--- src/rtl/sample_fifo.sv ---
// Synchronous first-word-fall-through sample FIFO with full/almost-full flags and occupancy.
// Optional sticky overflow/underflow flags are enabled by defining SAMPLE_FIFO_ERR_EN.
module sample_fifo #(
  parameter int NBITS    = 8,
  parameter int PTBITS   = 4,
  parameter int AFULL_TH = 12
) (
  input  logic              ck,
  input  logic              rst,
  input  logic [NBITS-1:0]  in,
  input  logic              ld,
  input  logic              pp,
  input  logic              flush,
  output logic [NBITS-1:0]  out,
  output logic              em,
  output logic              fl,
  output logic              afl,
  output logic [PTBITS:0]   cnt,
  output logic              ovf,
  output logic              udf
);
  localparam int SIZE = 2 ** PTBITS;
  localparam logic [PTBITS:0] CNT_FULL = (PTBITS+1)'(SIZE);
  localparam logic [PTBITS:0] CNT_AFL  = (PTBITS+1)'(AFULL_TH);

  // Handshake: em low means `out` holds a valid head word; the consumer takes it by
  // raising pp in that cycle. ld is a push request, accepted unless full without a pop.

  logic [NBITS-1:0]  mem_q [SIZE];
  logic [PTBITS-1:0] wr_ptr_q, wr_ptr_d;
  logic [PTBITS-1:0] rd_ptr_q, rd_ptr_d;
  logic [PTBITS-1:0] rd_next;
  logic [PTBITS:0]   cnt_q, cnt_d;
  logic [NBITS-1:0]  out_q, out_d;
  logic              pop_ok, push_ok, wr_en;

  always_comb begin
    pop_ok   = pp && (cnt_q != '0);
    push_ok  = ld && ((cnt_q != CNT_FULL) || pop_ok);
    rd_next  = rd_ptr_q + 1'b1;
    wr_en    = 1'b0;
    wr_ptr_d = wr_ptr_q;
    rd_ptr_d = rd_ptr_q;
    cnt_d    = cnt_q;
    out_d    = out_q;
    if (flush) begin
      wr_ptr_d = '0;
      rd_ptr_d = '0;
      cnt_d    = '0;
      out_d    = '0;
    end else begin
      if (push_ok) begin
        wr_en    = 1'b1;
        wr_ptr_d = wr_ptr_q + 1'b1;
      end
      if (pop_ok) begin
        rd_ptr_d = rd_next;
      end
      if (push_ok && !pop_ok) begin
        cnt_d = cnt_q + 1'b1;
      end else if (pop_ok && !push_ok) begin
        cnt_d = cnt_q - 1'b1;
      end
      // Head update: next stored word, or the incoming word when it becomes the head.
      if (pop_ok && (cnt_q > (PTBITS+1)'(1))) begin
        out_d = mem_q[rd_next];
      end else if (push_ok && ((cnt_q == '0) || pop_ok)) begin
        out_d = in;
      end
    end
  end

  always_ff @(posedge ck) begin
    if (rst) begin
      wr_ptr_q <= '0;
      rd_ptr_q <= '0;
      cnt_q    <= '0;
      out_q    <= '0;
    end else begin
      wr_ptr_q <= wr_ptr_d;
      rd_ptr_q <= rd_ptr_d;
      cnt_q    <= cnt_d;
      out_q    <= out_d;
    end
  end

  // Storage has no reset; a write is suppressed on reset and flush edges.
  always_ff @(posedge ck) begin
    if (!rst && wr_en) begin
      mem_q[wr_ptr_q] <= in;
    end
  end

`ifdef SAMPLE_FIFO_ERR_EN
  logic ovf_q, ovf_d, udf_q, udf_d;

  always_comb begin
    ovf_d = ovf_q;
    udf_d = udf_q;
    if (flush) begin
      ovf_d = 1'b0;
      udf_d = 1'b0;
    end else begin
      if (ld && !push_ok) ovf_d = 1'b1;
      if (pp && (cnt_q == '0)) udf_d = 1'b1;
    end
  end

  always_ff @(posedge ck) begin
    if (rst) begin
      ovf_q <= 1'b0;
      udf_q <= 1'b0;
    end else begin
      ovf_q <= ovf_d;
      udf_q <= udf_d;
    end
  end

  assign ovf = ovf_q;
  assign udf = udf_q;
`else
  assign ovf = 1'b0;
  assign udf = 1'b0;
`endif

  assign out = out_q;
  assign cnt = cnt_q;
  assign em  = (cnt_q == '0);
  assign fl  = (cnt_q == CNT_FULL);
  assign afl = (cnt_q >= CNT_AFL);
endmodule
--- config.mk ---
export PLATFORM = sky130hd
export DESIGN_NAME = sample_fifo
export DESIGN_NICKNAME = d
export VERILOG_FILES = /design/src/rtl/sample_fifo.sv
export SDC_FILE = /design/constraint.sdc
export NUM_CORES = 1
export LEC_CHECK = 0
export CAP_MARGIN = 5
export CORE_ASPECT_RATIO = 0.8
export CORE_MARGIN = 3
export CORE_UTILIZATION = 54
export CTS_CLUSTER_SIZE = 16
export DETAILED_ROUTE_END_ITERATION = 6
export GPL_TIMING_DRIVEN = 1
export HOLD_SLACK_MARGIN = 0.02
export PLACE_DENSITY = 0.76
export SLEW_MARGIN = 20
export SYNTH_ARGS = -nofsm -noshare
export SYNTH_HDL_FRONTEND = slang
export SYNTH_SLANG_ARGS = --single-unit
export TNS_END_PERCENT = 100
--- constraint.sdc ---
create_clock -name ck -period 2.6 [get_ports ck]
set_clock_uncertainty 0.1 [all_clocks]
set_input_delay 0.52 -clock ck [delete_from_list [all_inputs] [get_ports ck]]
set_output_delay 0.52 -clock ck [all_outputs]
set_load 0.005 [all_outputs]
Yosys cells after proc, flatten, opt, wreduce, memory -nomap -nowiden
Memory sizes are Yosys's and may differ from the RTL's.
Cells that the tools add are included.
{ "classes": {"eq_ne": 2, "n_reduce_logical": 17, "order_cmp": 2, "addsub": 4, "n_mux": 8} }
{ "op_table": {"columns": ["operator", "n"], "rows": [
  ["two-way mux 8 bit", 2],
  ["two-way mux 5 bit", 2],
  ["adder 4 x 1 -> 4 bit, second input constant", 2],
  ["logical AND 1 bit", 7],
  ["adder 5 x 1 -> 5 bit, second input constant", 1],
  ["equality test 5 bit, second input constant", 1],
  ["greater-or-equal comparator 5 x 4 -> 1 bit, second input constant", 1],
  ["> comparator 5 x 1 -> 1 bit, second input constant", 1],
  ["zero test 5 bit", 1],
  ["inequality test 5 bit, second input constant", 1],
  ["nonzero test 5 bit", 1],
  ["subtractor 5 x 1 -> 5 bit, second input constant", 1],
  ["two-way mux 1 bit", 4],
  ["nonzero test 2 bit", 2],
  ["zero test 1 bit", 3],
  ["logical OR 1 bit", 2],
  ["OR reduction 2 bit", 1]
]} }
{ "word_totals": {"in_bits": 13, "elab_cells": 38, "n_memories": 1, "mem_bits_rw": 128, "regBits": 21, "output_inout_bits": 18} }
{ "mem_list": {"columns": ["memory", "depth", "width", "read_ports", "rd_clocked_by_memory_dff", "wr", "line_no", "rtl"], "rows": [
  ["mem_q", 16, 8, 1, 0, 1, "29", "logic [NBITS-1:0] mem_q [SIZE];"]
]} }

Logic depth before layout (Yosys ltp)
{ "depth": {"depth_word": 9, "mapped_depth": 10, "mapped_depth_nobuf": 10} }

Worst setup path before layout
Ideal clock, no wire load.
{ "synth_path": {"path_kind": "in2reg", "start": "input ld", "end": "memory mem_q[0][0], enable pin", "setup_time_ns": 0.383, "t_arrival_ns": 2.026, "required_ns": 2.117, "setup_slack_ns": 0.091, "cell_stages": 5, "path_buffers": 1, "path_cell_list": "buf_1 > inv_1 > a41oi_2 > nand3_1 > nor3_1"} }
{ "synth_via": {"elab_chain_cells": 6} }
{ "synth_lines": {"columns": ["item", "line_no", "rtl"], "rows": [
  ["start: declaration", "11", "input logic ld,"],
  ["logical AND 1 bit", "39", "push_ok = ld && ((cnt_q != CNT_FULL) || pop_ok);"],
  ["via push_ok", "35", "logic pop_ok, push_ok, wr_en;"],
  ["two-way mux 1 bit", "52", "if (push_ok) begin"],
  ["two-way mux 1 bit", "46", "if (flush) begin"],
  ["logical AND 1 bit", "89", "if (!rst && wr_en) begin"],
  ["two-way mux 1 bit", "89", null],
  ["two-way mux 1 bit (not written as such)", "90", "mem_q[wr_ptr_q] <= in;"],
  ["end: declaration", "29", null]
]} }
The timed path passes the listed nets, and every way through them passes these cells.

Worst setup path after layout
{ "layout_path": {"start": "register cnt_q[1], in the netlist cnt[1]", "end": "output em"} }
{ "layout_via": {"elab_chain_cells": 1} }
{ "layout_lines": {"columns": ["item", "line_no", "rtl"], "rows": [
  ["start: declaration", "33", "logic [PTBITS:0] cnt_q, cnt_d;"],
  ["start signal: assignment", "82", "cnt_q <= cnt_d;"],
  ["zero test 5 bit", "128", "assign em = (cnt_q == '0);"],
  ["end: declaration", "15", "output logic em,"]
]} }
No other way between the ends.

==> results.md <==
- Outcome: complete, no violations
- Port bufs: 28
- Vias in the first global route: 3895
- Final hold slack: between 300 and 400 ps
- Htree depth: 4
- RSZ-0062 raised after global routing: false
- Routability cong.: 0.8463
- Min-Delay Path Class: register to register
- Uppermost layer routed: met4
- Antenna Violating Nets Remaining: 0
- Core area: 11100 um2
- Max FO, Critical Path: 7
- Hold_buf cts: 0
- CP Capture Point: em
- Clock sink count: 149
- Antenna diodes: 0
- Commonest non-fill, non-tap cell in the layout: edfxtp_1
- GR Overflow Total: 0
- Power Density: between 700 and 800 nW/um2
- Inst Count DP: 604
- Vias post-DR: roughly 3900
- R2R Path Start: cnt[1]
- CP required: 1980 ps
- Final hold viol count: 0
- Commonest non-fill, non-tap cells in the layout: edfxtp_1 (128), buf_4 (38), a21oi_1 (33), nor2_1 (28), clkdlybuf4s50_1 (28)
- Clock tree from TritonCTS: yes
- Slew @ Worst Pin: 934.3 ps
- Total CTS buffers: 17
- Post-synth ARST share: 0%
- Period minus WS final: 2490 ps
- Met3 routed WL: 1090 um
- Drt pass-1 iters: 5
- Final setup fails: 0
- R2R setup slack: 170 ps
- WL final: 14380 um
- Area Overhead vs Synth: 20.03%
- Synth Cell Area: 6259 um2
- Vias/cell: 6.094
- Non-filler cells, final: 637
- R2R cell count: 11
- Metal-1 WL: between 5000 and 6000 um
- Worst setup EP type: output pin
- Worst skew pair latency: 420 ps
- Initial Utilization: 56.37%
- Crit path launch: cnt[1]
- Fill cell count: around 740
- VDD IR max: 589.2 uV
- Max Buffers Root-to-Sink: 2
- DRC viols: 0
- Max_cap viols: 0
- Post-Layout Inst Area: 7512 um2
- Seq cells post-synth: between 100 and 150
- First-pass GRT wire length: 22150 um
- Die height: between 100 and 150 um
- RR Endpoint: cnt[3]
- Die Wd: 126.4 um
- Slew HR: between 30% and 40%
- I/O Pins: 31
- Pleak: about 2.5 nW
- Crit start category: register
- Hpwl dp: 9505 um
- Synth warn: 0
- Ys flop type: edfxtp_1
- DR WL/cell: 22.57 um
- Number of DRC markers in iteration 0: ~480
- All-Layer GR Usage: between 20% and 30%
- Fmax: around 400 MHz
- Initial antenna violation count: 0
- CTS root buffer: clkbuf_16
- Register area share after synthesis: 68.13%
- Post-Synthesis Cells: approximately 410
- Library cells used by synthesis: 47
- Critical path class: register to output pin
- Worst-path clk slew: 60 ps
- Nets: 503
- Rows: 34
- Fin crit share: 95.77%
- Met2 wire len: between 6000 and 7000 um
- Fin. max-slew vios: 0
- Worst setup margin: roughly 110 ps
- Largest net degree at the start of global routing: 27
- Placed cell area: 6915 um2
- Die area: 12930 um2
- CP arrival: roughly 1900 ps
- Share of cells above drive strength 1: 20.49%
- Post-synth EDFFs: 128
- Syn avg cell area: 15.12 um2
- DP Worst Slack: -36.06 ps
worst min-delay path by stage:
stage,start,endpoint,slack [ps],depth (start not counted)
3_3_place_gp,rd_ptr_q[1],rd_ptr_q[1],380,2
5_1_grt,rd_ptr_q[1],rd_ptr_q[1],430,2
3_5_place_dp,rd_ptr_q[1],rd_ptr_q[1],390,2
4_1_cts,rd_ptr_q[1],rd_ptr_q[1],390,2
2_1_floorplan,rd_ptr_q[1],rd_ptr_q[1],360,2
6_report,rd_ptr_q[1],rd_ptr_q[1],400,2
cell usage after synthesis, types with 8 or more instances:
cell       number  share of area, %
buf_2          11              0.88
a2111oi_0       8               1.1
nor2b_1        11               1.1
mux4_2         16               5.8
nor2_1         29               1.7
a21oi_1        33               2.6
a21boi_0        8              0.96
dfxtp_1        21               6.7
a22oi_1        15               1.8
mux2i_1        25               4.0
edfxtp_1      128                61
ha_1           10               2.0
nand2_1        18               1.1
per-stage QoR:
| stage | power [mW] | setup TNS (ps) | util [%] |
|---|---|---|---|
| 2_1_floorplan | 3.063 | 0 | - |
| 3_3_place_gp | 3.310 | 0 | 62.28 |
| 3_5_place_dp | 3.324 | -36.06 | 62.28 |
| 4_1_cts | 5.657 | 0 | 67.50 |
| 5_1_grt | 5.846 | 0 | 67.66 |
| 6_report | 5.655 | 0 | 67.66 |
area by class of cell:
class                           instances  area [um2]  share of cell area, %
Sequential cell                       149        4268                  56.81
Timing Repair Buffer                   67       585.6                  7.795
Multi-Input combinational cell        237        1878                  25.00
Clock buffer                           17       425.4                  5.663
Inverter                                8       30.03                 0.3997
Clock inverter                         15       145.1                  1.932
Tap cell                              144       180.2                  2.398
power by group:
group	internal (mW)	switching (mW)
sequential	2.62	0.0334
clock	1.34	1.01
combinational	0.300	0.346
flip-flops by register name, summed over array words and instances, names as in the netlist:
signal / cells
mem_q: 128
wr_ptr_q: 4
rd_ptr_q: 4
cnt: 5
out: 8
timing repair:
item / CTS / global route
pin swaps: 0 / 0
cloned: 0 / 0
buffers inserted: 1 / 0
setup endpoints to repair: 1 / 2
resized for setup: 1 / 4
cell families after synthesis:
logic type	synth area share [%]
other	0.05992
adders and majority gates	1.999
and+or+nand+nor	6.758
DFF	68.13
buffers and inverters	2.199
muxes	9.756
xor gates and xnor gates	1.799
AOI/OAI and AO/OA	9.296
routing by layer:
layer / vias to the layer above / global-route usage [%]
met1: 1957 / 30.82
met5: - / 0
met4: 0 / 9.810
met3: 28 / 6.583
li1: 1735 / -
met2: 162 / 38.41
critical path, stage by stage, from the launching register on:
cell and delay, ps:
dfxtp_4 370, inv_1 130, ha_4 180, nor4b_4 220, clkdlybuf4s50_1 540
(Power assumes the default switching activity.)
